[src/rtl/spi_flash_pkg.sv]
// spi_flash_pkg
// Shared types and constants for the SPI NOR flash reader.
//   state_t        - controller states (IDLE, SHIFT, RESP, GAP)
//   FLASH_CMD_READ - serial flash READ opcode (03h)
//   TX_BITS        - command + address bits shifted out
//   RX_BITS        - data bits shifted in
//   SPI_BITS       - total sck periods in one transaction
//   byte_swap32    - reorders the MSB-first received stream into a
//                    little-endian word (first byte received lands in [7:0])
package spi_flash_pkg;

    typedef enum logic [1:0] {
        IDLE,
        SHIFT,
        RESP,
        GAP
    } state_t;

    localparam logic [7:0] FLASH_CMD_READ = 8'h03;
    localparam int         TX_BITS        = 32;
    localparam int         RX_BITS        = 32;
    localparam int         SPI_BITS       = 64;

    function automatic logic [31:0] byte_swap32(input logic [31:0] w);
        return {w[7:0], w[15:8], w[23:16], w[31:24]};
    endfunction

endpackage

[src/rtl/spi_clkgen.sv]
// spi_clkgen
// Generates the SPI mode-0 serial clock from the system clock.
// Ports:
//   clock  in  - system clock
//   resetn in  - synchronous active-low reset
//   en     in  - run the serial clock; when low, sck is parked low and the
//                half-period counter is cleared
//   sck    out - serial clock, idles low
//   rise   out - high in the cycle whose closing edge drives sck 0->1
//   fall   out - high in the cycle whose closing edge drives sck 1->0
module spi_clkgen import spi_flash_pkg::*; #(
    parameter int DIV = 2
) (
    input  logic clock,
    input  logic resetn,
    input  logic en,
    output logic sck,
    output logic rise,
    output logic fall
);

    localparam int            CW      = (DIV > 1) ? $clog2(DIV) : 1;
    localparam logic [CW-1:0] CNT_MAX = CW'(DIV - 1);

    logic [CW-1:0] cnt_q, cnt_d;
    logic          sck_q, sck_d;
    logic          tick;

    // The counter spans one sck half-period; on its last count sck toggles.
    // rise/fall are combinational so the controller can shift data on the
    // very same edge that moves sck.
    always_comb begin
        cnt_d = cnt_q;
        sck_d = sck_q;
        tick  = en && (cnt_q == CNT_MAX);
        rise  = tick && !sck_q;
        fall  = tick && sck_q;
        if (!en) begin
            cnt_d = '0;
            sck_d = 1'b0;
        end else if (tick) begin
            cnt_d = '0;
            sck_d = ~sck_q;
        end else begin
            cnt_d = cnt_q + CW'(1);
        end
    end

    always_ff @(posedge clock) begin
        if (!resetn) begin
            cnt_q <= '0;
            sck_q <= 1'b0;
        end else begin
            cnt_q <= cnt_d;
            sck_q <= sck_d;
        end
    end

    assign sck = sck_q;

endmodule

[src/rtl/spi_flash_reader.sv]
// spi_flash_reader
// SPI mode-0 master issuing single 32-bit READ (03h) transactions to a
// serial NOR flash and returning the data on a valid/ready port.
// Ports:
//   clock, resetn            - system clock, synchronous active-low reset
//   req_valid/req_ready      - read request handshake
//   req_addr[23:0]           - byte address, low two bits forced to zero
//   resp_valid/resp_ready    - response handshake
//   resp_data[31:0]          - little-endian word read from the flash
//   sck, ss, mosi, miso      - flash serial bus
module spi_flash_reader import spi_flash_pkg::*; #(
    parameter int DIV    = 2,
    parameter int CS_GAP = 4
) (
    input  logic        clock,
    input  logic        resetn,
    input  logic        req_valid,
    output logic        req_ready,
    input  logic [23:0] req_addr,
    output logic        resp_valid,
    input  logic        resp_ready,
    output logic [31:0] resp_data,
    output logic        sck,
    output logic        ss,
    output logic        mosi,
    input  logic        miso
);

    localparam int            GW       = (CS_GAP > 1) ? $clog2(CS_GAP) : 1;
    localparam logic [GW-1:0] GAP_LAST = GW'(CS_GAP - 1);
    localparam logic [6:0]    TX_CNT   = 7'(TX_BITS);
    localparam logic [6:0]    SPI_CNT  = 7'(SPI_BITS);

    state_t               state_q, state_d;
    logic [TX_BITS-1:0]   tx_q, tx_d;
    logic [RX_BITS-1:0]   rx_q, rx_d;
    logic [6:0]           bit_cnt_q, bit_cnt_d;
    logic [GW-1:0]        gap_cnt_q, gap_cnt_d;
    logic [31:0]          resp_data_q, resp_data_d;
    logic                 sck_rise, sck_fall;
    logic                 unused_addr_lsbs;

    assign unused_addr_lsbs = ^req_addr[1:0];

    spi_clkgen #(.DIV(DIV)) u_clkgen (
        .clock  (clock),
        .resetn (resetn),
        .en     (state_q == SHIFT),
        .sck    (sck),
        .rise   (sck_rise),
        .fall   (sck_fall)
    );

    // bit_cnt_q counts sck rising edges already issued. Data is captured on
    // rises 33..64 and mosi advances on every fall; zeros shifted into tx
    // keep mosi low once command and address are out. The transaction ends
    // on the 64th fall, which is also where the response word is frozen.
    always_comb begin
        state_d     = state_q;
        tx_d        = tx_q;
        rx_d        = rx_q;
        bit_cnt_d   = bit_cnt_q;
        gap_cnt_d   = gap_cnt_q;
        resp_data_d = resp_data_q;
        unique case (state_q)
            IDLE: begin
                if (req_valid) begin
                    tx_d      = {FLASH_CMD_READ, req_addr[23:2], 2'b00};
                    rx_d      = '0;
                    bit_cnt_d = '0;
                    state_d   = SHIFT;
                end
            end
            SHIFT: begin
                if (sck_rise) begin
                    bit_cnt_d = bit_cnt_q + 7'd1;
                    if (bit_cnt_q >= TX_CNT) begin
                        rx_d = {rx_q[RX_BITS-2:0], miso};
                    end
                end
                if (sck_fall) begin
                    tx_d = {tx_q[TX_BITS-2:0], 1'b0};
                    if (bit_cnt_q == SPI_CNT) begin
                        resp_data_d = byte_swap32(rx_q);
                        state_d     = RESP;
                    end
                end
            end
            RESP: begin
                if (resp_ready) begin
                    gap_cnt_d = '0;
                    state_d   = GAP;
                end
            end
            GAP: begin
                if (gap_cnt_q == GAP_LAST) begin
                    state_d = IDLE;
                end else begin
                    gap_cnt_d = gap_cnt_q + GW'(1);
                end
            end
            default: state_d = IDLE;
        endcase
    end

    always_ff @(posedge clock) begin
        if (!resetn) begin
            state_q     <= IDLE;
            tx_q        <= '0;
            rx_q        <= '0;
            bit_cnt_q   <= '0;
            gap_cnt_q   <= '0;
            resp_data_q <= '0;
        end else begin
            state_q     <= state_d;
            tx_q        <= tx_d;
            rx_q        <= rx_d;
            bit_cnt_q   <= bit_cnt_d;
            gap_cnt_q   <= gap_cnt_d;
            resp_data_q <= resp_data_d;
        end
    end

    // req_ready is qualified by resetn so no request is offered while the
    // block is being held in reset.
    assign req_ready  = resetn && (state_q == IDLE);
    assign resp_valid = (state_q == RESP);
    assign resp_data  = resp_data_q;
    assign ss         = (state_q != SHIFT);
    assign mosi       = (state_q == SHIFT) && tx_q[TX_BITS-1];

endmodule

[config.mk]
export PLATFORM = sky130hd
export DESIGN_NAME = spi_flash_reader
export DESIGN_NICKNAME = d
export VERILOG_FILES = /design/src/rtl/spi_flash_pkg.sv /design/src/rtl/spi_clkgen.sv /design/src/rtl/spi_flash_reader.sv
export SDC_FILE = /design/constraint.sdc
export NUM_CORES = 1
export LEC_CHECK = 0
export BUFFER_PORTS_ARGS = -buffer_cell sky130_fd_sc_hd__buf_2
export CAP_MARGIN = 10
export CORE_MARGIN = 2
export CORE_UTILIZATION = 50
export DETAILED_ROUTE_END_ITERATION = 10
export GPL_TIMING_DRIVEN = 0
export PLACE_DENSITY = 0.79
export SYNTH_ARGS = -nofsm -noshare
export SYNTH_HDL_FRONTEND = slang
export SYNTH_HIERARCHICAL = 1
export SYNTH_SLANG_ARGS = --single-unit
[constraint.sdc]
create_clock -name clock -period 4.5 [get_ports clock]
set_input_delay 0.45 -clock clock [delete_from_list [all_inputs] [get_ports clock]]
set_output_delay 0.45 -clock clock [all_outputs]
set_load 0.03 [all_outputs]
==> flow_metrics.tcl, run 1 <==
set metrics [dict create \
    clock_transition_time_at_the_flip_flop_clock_pins_of_the_worst_setup_and_hold_paths_ns 0.10 \
    number_of_design_rule_violations_left_by_the_first_detailed_router_iteration 218 \
    dieHeight_um 96.61 \
    setup.worst_path.end_class "primary output" \
    holdCritPathClass "in -> reg" \
    yosysTopAreaCellShare_pct 49.96 \
    cts_resized 0 \
    cts.hold.buffers_added 0 \
    final_cell_count_without_fillers 696 \
    worst_slew_pin_slew_ns 0.7126 \
    post-cts-setup-buffer-count 0 \
    finish.net_count 623 \
    globalplace.congestion 0.7955 \
    timing.critical_path.fanout_max 10 \
    max-slew-margin-rel_pct 51.13 \
    unique_masters_post_synth 32 \
    postSynthAreaPerCell_um2 8.358 \
    critPathLaunch "state_q[1]$_SDFFE_PN0P_" \
    layout-area-overhead-vs-synth_pct 14.53 \
    gr-total-overflow 0 \
    reg2reg_depth 10 \
    synth_cells 513 \
    post-route-worst-setup-slack_ns 1.608 \
    critical_path.cell_chain "inv_1 > ha_1 > buf_2 > buf_2 > clkbuf_1 > and2_1 > buf_2" \
    drt-pass1-iter-count 4 \
    htree_depth 3 \
    setup_violations 0 \
    grt-busiest-layer "met2" \
    setup.worst_path.class "reg -> out" \
    grt_max_degree 18 \
    drive_gt1_share_pct 16.58 \
    first_pass_grt_wire_length_um 15510 \
    cts_tree "built" \
    rows 33 \
    vdd.ir_drop.worst_mv 0.3189 \
    dpl.cell_count 681 \
    p_int_w 0.001515 \
    floorplan.die.width_um 96.61 \
    cts.path.max_buffers 2 \
    power.switching_w 0.0009229 \
    power.share.sequential_pct 44.6 \
    report.final.slew_viol_count 0 \
    critPathMostFrequentCell "sky130_fd_sc_hd__buf_2" \
    max_freq_mhz 345.8 \
    worst_ep_arrival_time_ns 2.44 \
    nFillCells 732 \
    post_synth_instance_area_mm2 0.004288 \
    crit_end "mosi" \
    final_antenna_net_count 0 \
    detailroute.via_count 3715 \
    num_antenna_cells 0 \
    first_global_vias 3466 \
    synth_nets 549 \
    power-per-cell-area_mw_per_mm2 496.5 \
    share_comb_of_total_power_pct 33.4 \
    cap_violations 0 \
    leakage_nw 1.826 \
    grtUsageMet2_pct 33.55 \
    detailed_place_hpwl_um 6716 \
    cp.required_ns 4.05 \
    clk_latency_ns 0.37 \
    finalPower_w 0.002438 \
    synth-seq-cells 107 \
    cts_buffers 9 \
    grt.total_usage_pct 19.64 \
    cp-start-kind "flip-flop" \
    seqCellArea_mm2 0.002142 \
    crit_path_slowest_cell "sky130_fd_sc_hd__clkbuf_1" \
    start_util_pct 51.92 \
    timing.rr.start "state_q[1]$_SDFFE_PN0P_" \
    wl_um 9151 \
    rsz0062_at_grt "false" \
    total_area_of_multi_input_combinational_cells_mm2 0.001938 \
    share_of_total_power_consumed_by_net_switching_pct 37.85 \
    groute.layer.met3.usage_pct 5.708 \
    clock_sinks 107 \
    met1_usage_pct 24.06 \
    fin_tns_setup_ns 0 \
    regToRegSetupSlack_ns 2.04 \
    slowest_delay_ns 0.45 \
    coreArea_mm2 0.008258 \
    yosys_warnings 6 \
    place_worst_setup_slack_ns 2.005 \
    route.detailed.wl_per_inst_um 13.15 \
    seq_area_frac_synth_pct 49.96 \
    final.setup_skew_ns 0.008240 \
    numPortBuffers 63 \
    remaining_drc_errors 0 \
    r2r_end "rx_q[0]$_SDFFE_PN0P_" \
    period_share_pct 64.26 \
    timing.final.hold_violations 0 \
    cts_root_buffer "sky130_fd_sc_hd__clkbuf_8" \
    period_needed_ns 2.892 \
    synth_area_leaders "sky130_fd_sc_hd__dfxtp_1, sky130_fd_sc_hd__nand2_1, sky130_fd_sc_hd__a21oi_1" \
    run_status "finished clean" \
    clockPowerShare_pct 22.0 \
    ios 66 \
    antenna_found_initial 0 \
    post_drt_via_cell_ratio 5.338 \
    synth_largest_area_cell "sky130_fd_sc_hd__dfxtp_1" \
    die_area_mm2 0.009333 \
]
[sequential cells by signal (all words and copies together) (netlist names)]
signal          flops
rx_q               32
state_q             2
bit_cnt_q           7
u_clkgen/sck        1
resp_data          32
gap_cnt_q           2
u_clkgen/cnt_q      1
tx_q               30
[worst max-delay path: cells and delay by family (launching register included)]
family,cells,cell delay [ns]
buffers and inverters,5,1.27
DFF,1,0.35
adders and majority gates,1,0.23
and+or+nand+nor,1,0.22
[through the flow]
step	utilization [%]	cell area, µm²	hold slack, ns
after floorplan	-	4288	0.4288
after global placement	57.33	4735	0.4401
after detailed placement	57.33	4735	0.4442
after CTS	59.47	4911	0.3521
after global routing	59.47	4911	0.3575
final	59.47	4911	0.3823
[how the worst min path moves through the flow]
stage,depth (start not counted),slack (ns),end,startpoint
after floorplan,2,0.43,tx_q[24]$_SDFFE_PN0P_,tx_q[24]$_SDFFE_PN0P_
after global placement,2,0.44,resp_data[28]$_SDFFE_PN0P_,resp_data[28]$_SDFFE_PN0P_
after detailed placement,2,0.44,resp_data[24]$_SDFFE_PN0P_,resp_data[24]$_SDFFE_PN0P_
after CTS,3,0.35,rx_q[0]$_SDFFE_PN0P_,miso
after global routing,3,0.36,rx_q[0]$_SDFFE_PN0P_,miso
final,3,0.38,rx_q[0]$_SDFFE_PN0P_,miso
[metal layers]
layer / routed length [µm] / up-vias
li1: - / 1897
met4: 152 / 0
met2: 4389 / 98
met3: 601 / 13
met5: 0 / -
met1: 4008 / 1707
[Yosys cell counts, drive strengths merged]
| master | count |
|---|---|
| nand2 | 109 |
| a21bo | 1 |
| a211oi | 22 |
| nor2b | 5 |
| inv | 9 |
| and3 | 1 |
| nand3 | 37 |
| ha | 7 |
| clkbuf | 20 |
| a21oi | 70 |
| a221oi | 1 |
| mux2i | 23 |
| a211o | 1 |
| nor4 | 2 |
| or4 | 1 |
| a22o | 1 |
| nand2b | 2 |
| xnor2 | 6 |
| o21ai | 9 |
| nor2 | 41 |
| nor3 | 6 |
| buf | 17 |
| nand4 | 4 |
| dfxtp | 107 |
| a22oi | 7 |
| or3 | 2 |
| and2 | 2 |
[placed cells by master, fill, tap and decap left out, drive strengths merged, types with 3 or more instances in the layout]
master and instances:
a211oi 22, dfxtp 107, o21ai 9, xnor2 6
nor3 6, buf 80, ha 7, nor2 41
nand4 4, clkbuf 30, a22oi 7, nand3 37
nand2 109, inv 10, nor2b 5, a21oi 70
clkinvlp 3, mux2i 23
[power groups by stage]
stage	Clock [W]	Combinational (W)	Sequential (W)
after floorplan	0	0.000626	0.00110
after global placement	0	0.000780	0.00110
after global routing	0.000590	0.000904	0.00110
after CTS	0.000553	0.000814	0.00109
after detailed placement	0	0.000811	0.00111
final	0.000537	0.000815	0.00109
[cell type report]
| class | count | share of cell area (%) |
|---|---|---|
| sequential | 107 | 43.62 |
| buffer | 37 | 3.541 |
| multi-input combinational | 360 | 39.46 |
| timing repair buffer | 63 | 6.420 |
| inverter | 9 | 0.6879 |
| clock buffer | 10 | 2.803 |
| tap | 105 | 2.675 |
| clock inverter | 5 | 0.7898 |
[logic make-up after synthesis]
logic type | synth area share, %
simple gates | 21.30
compound gates | 15.26
flops | 49.96
buf+inv | 4.844
mux | 5.369
fa+ha+maj | 2.043
xor+xnor | 1.226
Power figures use the tool's default switching activity.
==> run 2: changes to the inputs <==
Settings changed: PLACE_DENSITY 0.79 to 0.81.
Clock period 4.5 ns to 2.5 ns, I/O delays scaled along.
==> run 2 against run 1 <==
Sequential cell count unchanged. Register-to-register slack got worse by 1.9 ns. Critical path depth decreased by 1. Clock skew rose by 0.0043 ns. Clock power up 90%. Hold slack worse by 0.20 ns. Global-route usage is 0.40 points higher. Sequential share of layout area decreased by 0.056 points. Power grew 83%. Utilization increased by 0.076 points. Cell count fell by 0.29%. Via count grew 1.4%.
==> flow_metrics.tcl, run 2 (synthesis results as in run 1) <==
set metrics [dict create \
    detailroute.via_count 3766 \
    period_share_pct 93.71 \
    crit_path_slowest_cell "sky130_fd_sc_hd__buf_2" \
    first_global_vias 3513 \
    post_drt_via_cell_ratio 5.427 \
    gr-total-overflow 0 \
    setup.worst_path.class "reg -> out" \
    cts.path.max_buffers 2 \
    cts_buffers 9 \
    first_pass_grt_wire_length_um 15870 \
    final_antenna_net_count 0 \
    cts_tree "built" \
    rsz0062_at_grt "false" \
    ios 66 \
    power-per-cell-area_mw_per_mm2 905.8 \
    cp.required_ns 2.25 \
    dpl.cell_count 681 \
    timing.critical_path.fanout_max 19 \
    slowest_delay_ns 0.43 \
    wl_um 9464 \
    worst_ep_arrival_time_ns 2.09 \
    postLayoutCoreUtil_pct 59.55 \
    grt_max_degree 20 \
    grt.total_usage_pct 20.05 \
    finalInstanceArea_mm2 0.004917 \
    num_antenna_cells 0 \
    dpl-instance-area_mm2 0.004735 \
    drive_gt1_share_pct 16.98 \
    timing.final.hold_violations 0 \
    clock_sinks 107 \
    period_needed_ns 2.343 \
    dieHeight_um 96.61 \
    drt-pass1-iter-count 5 \
    worst_slew_pin_slew_ns 0.7851 \
    remaining_drc_errors 0 \
    final_cell_count_without_fillers 694 \
    number_of_design_rule_violations_left_by_the_first_detailed_router_iteration 212 \
    rows 33 \
    globalplace.congestion 0.8310 \
    vdd.ir_drop.worst_mv 0.6863 \
    critical_path.cell_chain "inv_1 > ha_1 > buf_2 > buf_2 > and2_1 > buf_2" \
    route.detailed.wl_per_inst_um 13.64 \
    cap_violations 0 \
    detailed_place_hpwl_um 6786 \
    coreArea_mm2 0.008258 \
    leakage_nw 1.840 \
    fin_tns_setup_ns 0 \
    numPortBuffers 63 \
    layout.cells.most_common_list "sky130_fd_sc_hd__nand2_1, sky130_fd_sc_hd__dfxtp_1, sky130_fd_sc_hd__buf_2, sky130_fd_sc_hd__a21oi_1, sky130_fd_sc_hd__nor2_1" \
    layout-area-overhead-vs-synth_pct 14.68 \
    cp-start-kind "flip-flop" \
    start_util_pct 51.92 \
    critPathMostFrequentCell "sky130_fd_sc_hd__buf_2" \
    clock_transition_time_at_the_flip_flop_clock_pins_of_the_worst_setup_and_hold_paths_ns 0.10 \
    antenna_found_initial 0 \
    die_area_mm2 0.009333 \
    report.final.slew_viol_count 0 \
    holdCritPathClass "in -> reg" \
    final.setup_skew_ns 0.01251 \
    max_freq_mhz 426.9 \
    setup_violations 0 \
    htree_depth 3 \
    run_status "finished clean" \
    finish.net_count 622 \
    max-slew-margin-rel_pct 46.17 \
    floorplan.die.width_um 96.61 \
    cts_root_buffer "sky130_fd_sc_hd__clkbuf_8" \
    post-cts-setup-buffer-count 0 \
    clk_latency_ns 0.36 \
    layout.cells.most_common "sky130_fd_sc_hd__nand2_1" \
    setup.worst_path.end_class "primary output" \
]
## run 2: worst paths after layout
path	startpoint	end	slack [ns]	depth (start not counted)
min	miso	rx_q[0]$_SDFFE_PN0P_	0.18	3
max	state_q[1]$_SDFFE_PN0P_	mosi	0.16	6
max reg2reg	state_q[1]$_SDFFE_PN0P_	rx_q[8]$_SDFFE_PN0P_	0.19	10
min reg2reg	tx_q[24]$_SDFFE_PN0P_	tx_q[24]$_SDFFE_PN0P_	0.45	2
## run 2: stage by stage
| stage | total power (W) | setup slack (ns) | hold slack, ns |
|---|---|---|---|
| floorplan | 0.003098 | 0.5743 | 0.3946 |
| global placement | 0.003391 | 0.1994 | 0.4377 |
| detailed placement | 0.003458 | 0.1229 | 0.4429 |
| CTS | 0.004447 | 0.08440 | 0.1666 |
| global route | 0.004726 | 0.006647 | 0.1613 |
| finish | 0.004454 | 0.1573 | 0.1775 |
## run 2: cell type report
class	instances	area [µm²]
Multi-Input combinational cell	360	1938
Buffer	36	175.2
Tap cell	105	131.4
Inverter	9	33.78
Clock inverter	4	53.80
Sequential cell	107	2142
Clock buffer	10	127.6
Fill cell	742	3341
Timing Repair Buffer	63	315.3
## run 2: critical path, delay by kind of cell, from the launching register on
kind | cells | cell delay (ns)
flip-flops | 1 | 0.35
buffers and inverters | 4 | 0.95
adder cells (fa/ha/maj) | 1 | 0.24
AND/OR/NAND/NOR | 1 | 0.19
## run 2: what timing repair did
| item | CTS | global route |
|---|---|---|
| hold buffers | 0 | 0 |
| endpoints found under the setup margin | 1 | 31 |
| resized for setup | 0 | 7 |
## run 2: power by group
group | switching, W | internal, W
sequential | 0.0000920 | 0.00187
clock | 0.000560 | 0.000455
combinational | 0.00100 | 0.000478
## run 2: per-layer routing
| layer | global-route usage, % | vias to the layer above | wire [µm] |
|---|---|---|---|
| li1 | - | 1890 | - |
| met1 | 25.03 | 1744 | 4232 |
| met2 | 34.40 | 116 | 4549 |
| met3 | 3.902 | 16 | 535 |
| met4 | 7.259 | 0 | 146 |
| met5 | 0 | - | 0 |
==> run 3: changes to the inputs <==
Settings changed: BUFFER_PORTS_ARGS -buffer_cell sky130_fd_sc_hd__buf_2 to not set, DONT_BUFFER_PORTS set to 1, PLACE_DENSITY 0.81 to 0.75.
==> run 3 against run 2 <==
Via count down 7.2%. Die area unchanged. Sequential share of layout area up 3.1 points. First-iteration DRC count down 45%. Wire length down 4.4%. Sequential cell count unchanged. Cell count down 8.9%. Sequential power about the same. Register-to-register slack better by 0.04 ns.
==> flow_metrics.tcl, run 3 (synthesis results as in run 1) <==
set metrics [dict create \
    detailed_place_hpwl_um 6510 \
    period_needed_ns 2.349 \
    regToRegSetupSlack_ns 0.23 \
    run_status "finished clean" \
    drive_gt1_share_pct 7.211 \
    layout.cells.most_common "sky130_fd_sc_hd__nand2_1" \
    rows 33 \
    clock_transition_time_at_the_flip_flop_clock_pins_of_the_worst_setup_and_hold_paths_ns 0.09 \
    die_area_mm2 0.009333 \
    floorplan.die.width_um 96.61 \
    cp.required_ns 2.25 \
    htree_depth 3 \
    final_antenna_net_count 0 \
    start_util_pct 51.92 \
    timing.critical_path.fanout_max 10 \
    holdCritPathClass "in -> reg" \
    gr-total-overflow 0 \
    nFillCells 759 \
    first_global_vias 3275 \
    report.final.slew_viol_count 0 \
    power-per-cell-area_mw_per_mm2 943.7 \
    layout.cells.most_common_list "sky130_fd_sc_hd__nand2_1, sky130_fd_sc_hd__dfxtp_1, sky130_fd_sc_hd__a21oi_1, sky130_fd_sc_hd__nor2_1, sky130_fd_sc_hd__nand3_1" \
    num_antenna_cells 0 \
    clk_latency_ns 0.36 \
    max-slew-margin-rel_pct 51.44 \
    clock_sinks 107 \
    dpl.cell_count 618 \
    min_from "resetn" \
    cts_buffers 9 \
    period_share_pct 93.96 \
    setup.worst_path.class "reg -> out" \
    setup.worst_path.end_class "primary output" \
    timing.rr.start "state_q[1]$_SDFFE_PN0P_" \
    post_drt_via_cell_ratio 5.528 \
    finish.net_count 559 \
    globalplace.congestion 0.8080 \
    first_pass_grt_wire_length_um 15210 \
    coreArea_mm2 0.008258 \
    cts_root_buffer "sky130_fd_sc_hd__clkbuf_8" \
    detailroute.via_count 3494 \
    hold-path-cell-count 2 \
    vdd.ir_drop.worst_mv 0.5353 \
    setup_violations 0 \
    place_worst_setup_slack_ns 0.1440 \
    cap_violations 0 \
    timing.final.hold_violations 0 \
    numPortBuffers 0 \
    antenna_found_initial 0 \
    worst_hold_path.endpoint "state_q[1]$_SDFFE_PN0P_" \
    final_cell_count_without_fillers 632 \
    layout-area-overhead-vs-synth_pct 7.149 \
    total_area_of_multi_input_combinational_cells_mm2 0.001949 \
    remaining_drc_errors 0 \
    post-route-worst-setup-slack_ns 0.1509 \
    seqCellArea_mm2 0.002142 \
    grt_max_degree 20 \
    cp-start-kind "flip-flop" \
    post-cts-setup-buffer-count 0 \
    grt.total_usage_pct 19.42 \
    final.setup_skew_ns 0.006032 \
    leakage_nw 1.522 \
    postLayoutCoreUtil_pct 55.64 \
    rsz0062_at_grt "true" \
    cts_tree "built" \
    r2r_end "tx_q[20]$_SDFFE_PN0P_" \
    route.detailed.wl_per_inst_um 14.31 \
    cts.path.max_buffers 2 \
    reg2reg_depth 8 \
    drt-pass1-iter-count 4 \
    dieHeight_um 96.61 \
    ios 66 \
    worst_slew_pin_slew_ns 0.7284 \
    number_of_design_rule_violations_left_by_the_first_detailed_router_iteration 117 \
    wl_um 9043 \
    worst_ep_arrival_time_ns 2.10 \
    max_freq_mhz 425.7 \
]
## run 3: final cells by class
cell class | count | area share [%]
Clock buffer | 11 | 2.859
Tap cell | 105 | 2.859
Sequential cell | 107 | 46.62
Inverter | 9 | 0.7353
Buffer | 36 | 3.867
Clock inverter | 4 | 0.6264
Multi-Input combinational cell | 360 | 42.43
## run 3: repair_timing
action	in CTS	in global routing
hold buffers	0	0
resized for setup	0	11
endpoints found under the setup margin	1	31
## run 3: through the flow
| stage | hold slack, ns | total power (W) | cell area [µm²] | TNS (ns) |
|---|---|---|---|---|
| finish | 0.02952 | 0.004336 | 4594 | 0 |
| global route | 0.03597 | 0.004612 | 4594 | -0.005551 |
| CTS | 0.02499 | 0.004316 | 4576 | 0 |
| detailed placement | 0.4130 | 0.003420 | 4419 | 0 |
| global placement | 0.4013 | 0.003358 | 4419 | 0 |
| floorplan | 0.3946 | 0.003098 | 4288 | 0 |
## run 3: metal layers
layer / up-vias / GRT usage [%] / wire (µm) / share of wire [%]
li1: 1761 / - / - / -
met1: 1620 / 25.28 / 4096 / 45
met2: 98 / 31.57 / 4265 / 47
met3: 15 / 4.118 / 550 / 6.1
met4: 0 / 7.692 / 130 / 1.4
met5: - / 0 / 0 / 0
## run 3: power by group
part	internal, W	switching, W
Clock	0.000358	0.000561
Sequential	0.00187	0.0000933
Combinational	0.000467	0.000990
## run 3: critical path, stage by stage, from the launching register on
cell	delay [ns]
sky130_fd_sc_hd__dfxtp_1	0.35
sky130_fd_sc_hd__inv_1	0.08
sky130_fd_sc_hd__ha_1	0.24
sky130_fd_sc_hd__buf_2	0.27
sky130_fd_sc_hd__buf_1	0.45
sky130_fd_sc_hd__inv_1	0.35
## run 3: worst max-delay path by stage
| stage | from | endpoint | slack [ns] | cells past startpoint |
|---|---|---|---|---|
| detailed placement | state_q[1]$_SDFFE_PN0P_ | rx_q[4]$_SDFFE_PN0P_ | 0.14 | 10 |
| floorplan | state_q[1]$_SDFFE_PN0P_ | rx_q[22]$_SDFFE_PN0P_ | 0.57 | 10 |
| global placement | state_q[1]$_SDFFE_PN0P_ | rx_q[24]$_SDFFE_PN0P_ | 0.18 | 10 |
| CTS | state_q[1]$_SDFFE_PN0P_ | rx_q[16]$_SDFFE_PN0P_ | 0.07 | 10 |
| finish | state_q[1]$_SDFFE_PN0P_ | ss | 0.15 | 5 |
| global route | state_q[1]$_SDFFE_PN0P_ | tx_q[20]$_SDFFE_PN0P_ | -0.006 | 8 |
